==> src/rtl/bram_port_arbiter.sv <==
// ---------------------------------------------------------------------------
// bram_port_arbiter
//
// Shares port B of the 32 KiB data BRAM between the CPU data interface
// (master 0) and the loader/DMA engine (master 1). At most one access is
// issued per cycle; read data returns one cycle after the grant on the shared
// o_rdata bus, qualified by the owning master's rvalid.
//
// Arbitration:
//   S_OPEN - master 0 wins by default; master 1 wins when master 0 is idle or
//            when the starvation guard has fired.
//   S_LOCK - entered when master 1 is granted with i_m1_lock=1. Master 1 owns
//            the port for up to BURST_MAX beats (the entry grant is beat 1).
//
// Build option: define ARB_STARVE_GUARD_EN to include the starvation counter
// that forces a master 1 win after MAX_WAIT denied cycles. Without it S_OPEN
// is strict master 0 priority.
//
// Parameters:
//   MAX_WAIT  (1..255) denied cycles before master 1 is forced to win
//   BURST_MAX (1..255) maximum beats master 1 may hold the port under lock
//
// Ports:
//   i_clk, i_rst_n                  clock, async active-low reset
//   i_mX_req/addr/wdata/we          master X request (we==0 means read)
//   i_m1_lock                       master 1 burst-ownership request
//   o_mX_gnt                        master X access issued this cycle
//   o_mX_rvalid                     master X read data valid on o_rdata
//   o_rdata                         shared read data
//   o_mem_en/addr/wdata/we          BRAM port B controls
//   i_mem_rdata                     BRAM read data (one cycle after o_mem_en)
// ---------------------------------------------------------------------------
module bram_port_arbiter #(
  parameter int MAX_WAIT  = 8,
  parameter int BURST_MAX = 16
) (
  input  logic        i_clk,
  input  logic        i_rst_n,
  input  logic        i_m0_req,
  input  logic [12:0] i_m0_addr,
  input  logic [31:0] i_m0_wdata,
  input  logic [3:0]  i_m0_we,
  output logic        o_m0_gnt,
  output logic        o_m0_rvalid,
  input  logic        i_m1_req,
  input  logic [12:0] i_m1_addr,
  input  logic [31:0] i_m1_wdata,
  input  logic [3:0]  i_m1_we,
  input  logic        i_m1_lock,
  output logic        o_m1_gnt,
  output logic        o_m1_rvalid,
  output logic [31:0] o_rdata,
  output logic        o_mem_en,
  output logic [12:0] o_mem_addr,
  output logic [31:0] o_mem_wdata,
  output logic [3:0]  o_mem_we,
  input  logic [31:0] i_mem_rdata
);

  typedef enum logic {
    S_OPEN = 1'b0,
    S_LOCK = 1'b1
  } state_t;

  // A lock with BURST_MAX==1 would be exhausted by its own entry beat.
  localparam bit         LOCK_OK    = (BURST_MAX > 1);
  localparam logic [7:0] BURST_LAST = 8'(BURST_MAX - 1);

  state_t     state;
  logic [7:0] beat_cnt;
  logic       rd_pend;
  logic       rd_owner;
  logic       m0_win;
  logic       m1_win;
  logic       force_m1;
  logic       gnt0;
  logic       gnt1;

`ifdef ARB_STARVE_GUARD_EN
  localparam logic [7:0] WAIT_LIMIT = 8'(MAX_WAIT);

  logic [7:0] starve_cnt;

  // Counts consecutive denied cycles of a pending master 1 request and sits
  // at WAIT_LIMIT until master 1 is served or withdraws.
  always_ff @(posedge i_clk or negedge i_rst_n) begin
    if (!i_rst_n) begin
      starve_cnt <= '0;
    end else if (!i_m1_req || gnt1) begin
      starve_cnt <= '0;
    end else if (starve_cnt != WAIT_LIMIT) begin
      starve_cnt <= starve_cnt + 8'd1;
    end
  end

  assign force_m1 = (starve_cnt == WAIT_LIMIT);
`else
  // MAX_WAIT is legal only in 1..255, so this is constant 0: S_OPEN reduces
  // to strict master 0 priority.
  assign force_m1 = (MAX_WAIT == 0);
`endif

  // NOTE: every output of a combinational block gets a default first, so no
  // path leaves it unassigned and no latch is inferred.
  always_comb begin
    m0_win = 1'b0;
    m1_win = 1'b0;
    if (state == S_LOCK) begin
      m1_win = i_m1_req;
    end else begin
      m1_win = i_m1_req & (~i_m0_req | force_m1);
      m0_win = i_m0_req & ~m1_win;
    end
  end

  // NOTE: grants are combinational, so they are qualified with i_rst_n to
  // drop the moment reset asserts rather than at the next clock edge.
  assign gnt0     = i_rst_n & m0_win;
  assign gnt1     = i_rst_n & m1_win;
  assign o_m0_gnt = gnt0;
  assign o_m1_gnt = gnt1;
  assign o_mem_en = gnt0 | gnt1;

  always_comb begin
    o_mem_addr  = '0;
    o_mem_wdata = '0;
    o_mem_we    = '0;
    if (gnt1) begin
      o_mem_addr  = i_m1_addr;
      o_mem_wdata = i_m1_wdata;
      o_mem_we    = i_m1_we;
    end else if (gnt0) begin
      o_mem_addr  = i_m0_addr;
      o_mem_wdata = i_m0_wdata;
      o_mem_we    = i_m0_we;
    end
  end

  // NOTE: sequential state uses non-blocking assignments so every register
  // samples the pre-edge values, independent of statement order.
  always_ff @(posedge i_clk or negedge i_rst_n) begin
    if (!i_rst_n) begin
      state    <= S_OPEN;
      beat_cnt <= '0;
      rd_pend  <= 1'b0;
      rd_owner <= 1'b0;
    end else begin
      rd_pend <= o_mem_en & ~|o_mem_we;
      if (o_mem_en && ~|o_mem_we) begin
        rd_owner <= gnt1;
      end

      case (state)
        S_OPEN: begin
          if (gnt1 && i_m1_lock && LOCK_OK) begin
            state    <= S_LOCK;
            beat_cnt <= 8'd1;
          end
        end
        S_LOCK: begin
          // A request gap, a released lock, or the final permitted beat all
          // hand the port back to open arbitration.
          if (!i_m1_req || !i_m1_lock || beat_cnt == BURST_LAST) begin
            state    <= S_OPEN;
            beat_cnt <= '0;
          end else begin
            beat_cnt <= beat_cnt + 8'd1;
          end
        end
        default: begin
          state    <= S_OPEN;
          beat_cnt <= '0;
        end
      endcase
    end
  end

  assign o_m0_rvalid = rd_pend & ~rd_owner;
  assign o_m1_rvalid = rd_pend & rd_owner;
  // Held at zero outside a read return so the bus is quiet in reset.
  assign o_rdata     = rd_pend ? i_mem_rdata : '0;

endmodule

==> config.mk <==
export PLATFORM = sky130hd
export DESIGN_NAME = bram_port_arbiter
export DESIGN_NICKNAME = d
export VERILOG_FILES = /design/src/rtl/bram_port_arbiter.sv
export SDC_FILE = /design/constraint.sdc
export NUM_CORES = 1
export LEC_CHECK = 0
export CAP_MARGIN = 40
export CORE_MARGIN = 10
export CORE_UTILIZATION = 24
export CTS_BUF_LIST = sky130_fd_sc_hd__clkbuf_2 sky130_fd_sc_hd__clkbuf_4 sky130_fd_sc_hd__clkbuf_8
export DETAILED_ROUTE_END_ITERATION = 16
export GPL_ROUTABILITY_DRIVEN = 0
export HOLD_SLACK_MARGIN = 0.06
export PLACE_DENSITY = 0.87
export SYNTH_ARGS = -nofsm -noshare
export SYNTH_HDL_FRONTEND = slang
export SYNTH_SLANG_ARGS = --single-unit
==> constraint.sdc <==
create_clock -name i_clk -period 5.3 [get_ports i_clk]
set_input_delay 1.325 -clock i_clk [delete_from_list [all_inputs] [get_ports i_clk]]
set_output_delay 1.325 -clock i_clk [all_outputs]
set_load 0.02 [all_outputs]
==> impl_metrics.json, run 1 <==
{
  "hold_class": "register to register",
  "hold_viol": 0,
  "syn_inst": 169,
  "dieHeight_um": 95.2,
  "min_from": "rd_owner",
  "final-max-slew-violation-count": 0,
  "cp_slowest_stage_delay_ns": 0.64,
  "power_uw": 461,
  "cts_tree": "done",
  "ys_ff_latch": 11,
  "worst_path_max_delay_cell": "clkdlybuf4s50_1",
  "antenna_found_initial": 0,
  "first_pass_iters": 4,
  "crit_chain": "clkdlybuf4s50_1, and3b_1, buf_4, a22o_1, clkdlybuf4s50_1",
  "insertion_delay_ns": 0.24,
  "antenna_cells": 0,
  "fin_ws_ns": 0.519,
  "finalSetupViolCount": 0,
  "final_common_cell": "clkdlybuf4s50_1",
  "max_freq_ghz": 0.209,
  "finalClockSkew_ns": 0.00170,
  "core_sq_um": 5510,
  "wl_per_cell_um": 22.2,
  "r2r_start": "beat_cnt[0]",
  "maxCapViolations": 0,
  "crit_arrival_ns": 3.46,
  "critPathRequiredTime_ns": 3.97,
  "numPortBuffers": 220,
  "hold_end": "rd_owner",
  "finalNetCount": 517,
  "cts_resized": 0,
  "clkTransAtPathRegs_ns": 0.05,
  "htree_levels": 1,
  "start_kind": "input pin",
  "clock-root-buffer": "clkbuf_8",
  "critPathMaxFanout": 48,
  "clock-sinks": 11,
  "post-place-ws_ns": 0.512,
  "whs_path_depth": 1,
  "avgSynthCellArea_sq_um": 8.04,
  "grt.overflow.total": 0,
  "drc": 0,
  "ant_nets": 0,
  "worst_slew_pin_slew_ns": 0.811,
  "muxShareOfSynthArea": 0.00829,
  "status": "completed",
  "grt.total_usage": 0.193,
  "seq_area_frac_synth": 0.203,
  "synth_warnings": 0,
  "ios": 221,
  "postCtsSetupBuffers": 0,
  "viasPerCell": 4.93,
  "cts_buffer_depth": 2,
  "syn_nets": 305,
  "ys_types": 34,
  "cts-hold-fix-buffers": 0,
  "finalCritPeriodShare": 0.902,
  "grt_max_degree": 51,
  "crit_top_cell": "clkdlybuf4s50_1",
  "routed_wl_mm": 10.0,
  "grt_pass1_wl_mm": 13.4,
  "synthSimpleGateAreaFrac": 0.298,
  "worstSetupPathType": "input pin to primary output",
  "tns_ns": 0,
  "power_density_nw_per_um2": 126,
  "synthAdderAreaFrac": 0.00921,
  "grt_pass1_vias": 2137,
  "initial_core_util": 0.247,
  "cts_inserted_buffers": 3,
  "synth_top_family_by_area": "compound AO/OA/AOI/OAI gates",
  "peakVddDrop_mv": 0.0782,
  "drt_iter0_markers": 155,
  "period_needed_ns": 4.78,
  "drive_gt1_frac": 0.0289,
  "rr_worst_depth": 5,
  "dpl.hpwl_mm": 8.80,
  "die_w_um": 95.2,
  "final_cell_mix": "220 x clkdlybuf4s50_1, 49 x a22o_1, 35 x and2_1, 11 x nand2_1, 11 x dfrtp_1",
  "dieArea_sq_um": 9070,
  "syn_to_final_growth_pct": 169,
  "leakage_uw": 0.00143,
  "end_kind": "primary output",
  "synthXorXnorAreaFrac": 0.00645,
  "regToRegEndpoint": "beat_cnt[5]",
  "slew_headroom": 0.460,
  "core.rowCount": 27,
  "route.vias.total": 2228,
  "synth_area_sq_um": 1360,
  "synth_compound_area_frac": 0.416,
  "rsz0062_at_grt": "false",
  "r2r_setup_slack_ns": 3.09
}
how the worst max path moves through the flow:
stage | startpoint | to | slack, ns | cells after the start
finish | i_rst_n | o_mem_wdata[26] | 0.52 | 5
global route | i_rst_n | o_mem_wdata[9] | 0.38 | 5
CTS | i_rst_n | o_mem_wdata[7] | 0.51 | 5
detailed placement | i_rst_n | o_mem_wdata[7] | 0.51 | 5
global placement | i_rst_n | o_mem_wdata[9] | 0.55 | 5
floorplan | i_m1_req | o_mem_wdata[12] | 1.66 | 6
cell type report:
class / count / area, sq um
Inverter: 1 / 3.75
Clock buffer: 4 / 48.8
Timing Repair Buffer: 223 / 2240
Tap cell: 72 / 90.1
Multi-Input combinational cell: 141 / 1000
Fill cell: 471 / 1850
Sequential cell: 11 / 275
cell families after synthesis:
kind of cell,after synthesis
compound gates,68
fa+ha+maj,1
simple gates,70
buf+inv,17
flops,11
mux,1
xor+xnor,1
synthesized netlist by cell type:
library cell / number / area share
a21oi_1: 2 / 0.0074
nor2_1: 4 / 0.011
and2b_1: 1 / 0.0055
xnor2_1: 1 / 0.0064
and4_1: 1 / 0.0064
nor2b_1: 1 / 0.0046
mux2_1: 1 / 0.0083
nor4_1: 1 / 0.0046
and2_1: 35 / 0.16
a31o_2: 1 / 0.0064
a21boi_0: 3 / 0.017
buf_2: 4 / 0.015
nand2b_1: 1 / 0.0046
buf_4: 1 / 0.0055
nand2b_4: 1 / 0.010
ha_1: 1 / 0.0092
nand2_1: 11 / 0.030
a32oi_2: 1 / 0.012
or3_1: 1 / 0.0046
a211oi_1: 1 / 0.0055
o21ai_0: 3 / 0.011
a21o_1: 2 / 0.011
clkbuf_1: 10 / 0.028
a31oi_1: 4 / 0.018
buf_6: 1 / 0.0083
o22a_1: 1 / 0.0064
o21a_1: 1 / 0.0055
dfrtp_1: 11 / 0.20
inv_1: 1 / 0.0028
or3b_2: 1 / 0.0064
and3b_1: 1 / 0.0064
a22o_1: 49 / 0.32
nand3_1: 9 / 0.033
and3_1: 2 / 0.0092
routing by layer:
metal  vias up  share of wire  track usage
met1      1022           0.36        0.219
met4         0          0.012       0.0374
li1       1060              -            -
met2       137           0.52        0.354
met5         -              0            0
met3         9           0.11       0.0526
sequential cells by signal (all words and copies together) (netlist names):
name and count:
state 1, rd_owner 1, rd_pend 1, beat_cnt 8
power breakdown:
part / internal [uW] / leakage [uW] / switching [uW]
Combinational: 168 / 0.00126 / 104
Clock: 58.1 / 0.0000262 / 33.6
Sequential: 89.5 / 0.000149 / 8.12
per-stage QoR:
stage	utilization	hold WS (ns)	instance area [sq um]	instances
2_1_floorplan	-	0.452	1360	169
3_3_place_gp	0.656	0.475	3610	448
3_5_place_dp	0.656	0.503	3610	448
4_1_cts	0.664	0.514	3660	452
5_1_grt	0.664	0.543	3660	452
6_report	0.664	0.509	3660	452
critical path: cells and delay by family:
family	cells	cell delay, ns
buffers and inverters	3	1.69
AO/OA/AOI/OAI	1	0.22
AND/OR/NAND/NOR	1	0.20
Power figures use the tool's default switching activity.
==> run 2, diff against run 1 <==
Settings changed: GPL_ROUTABILITY_DRIVEN 0 to unset.
==> results of run 2 <==
No change in the layout: final DEF, timing and power equal those of run 1.
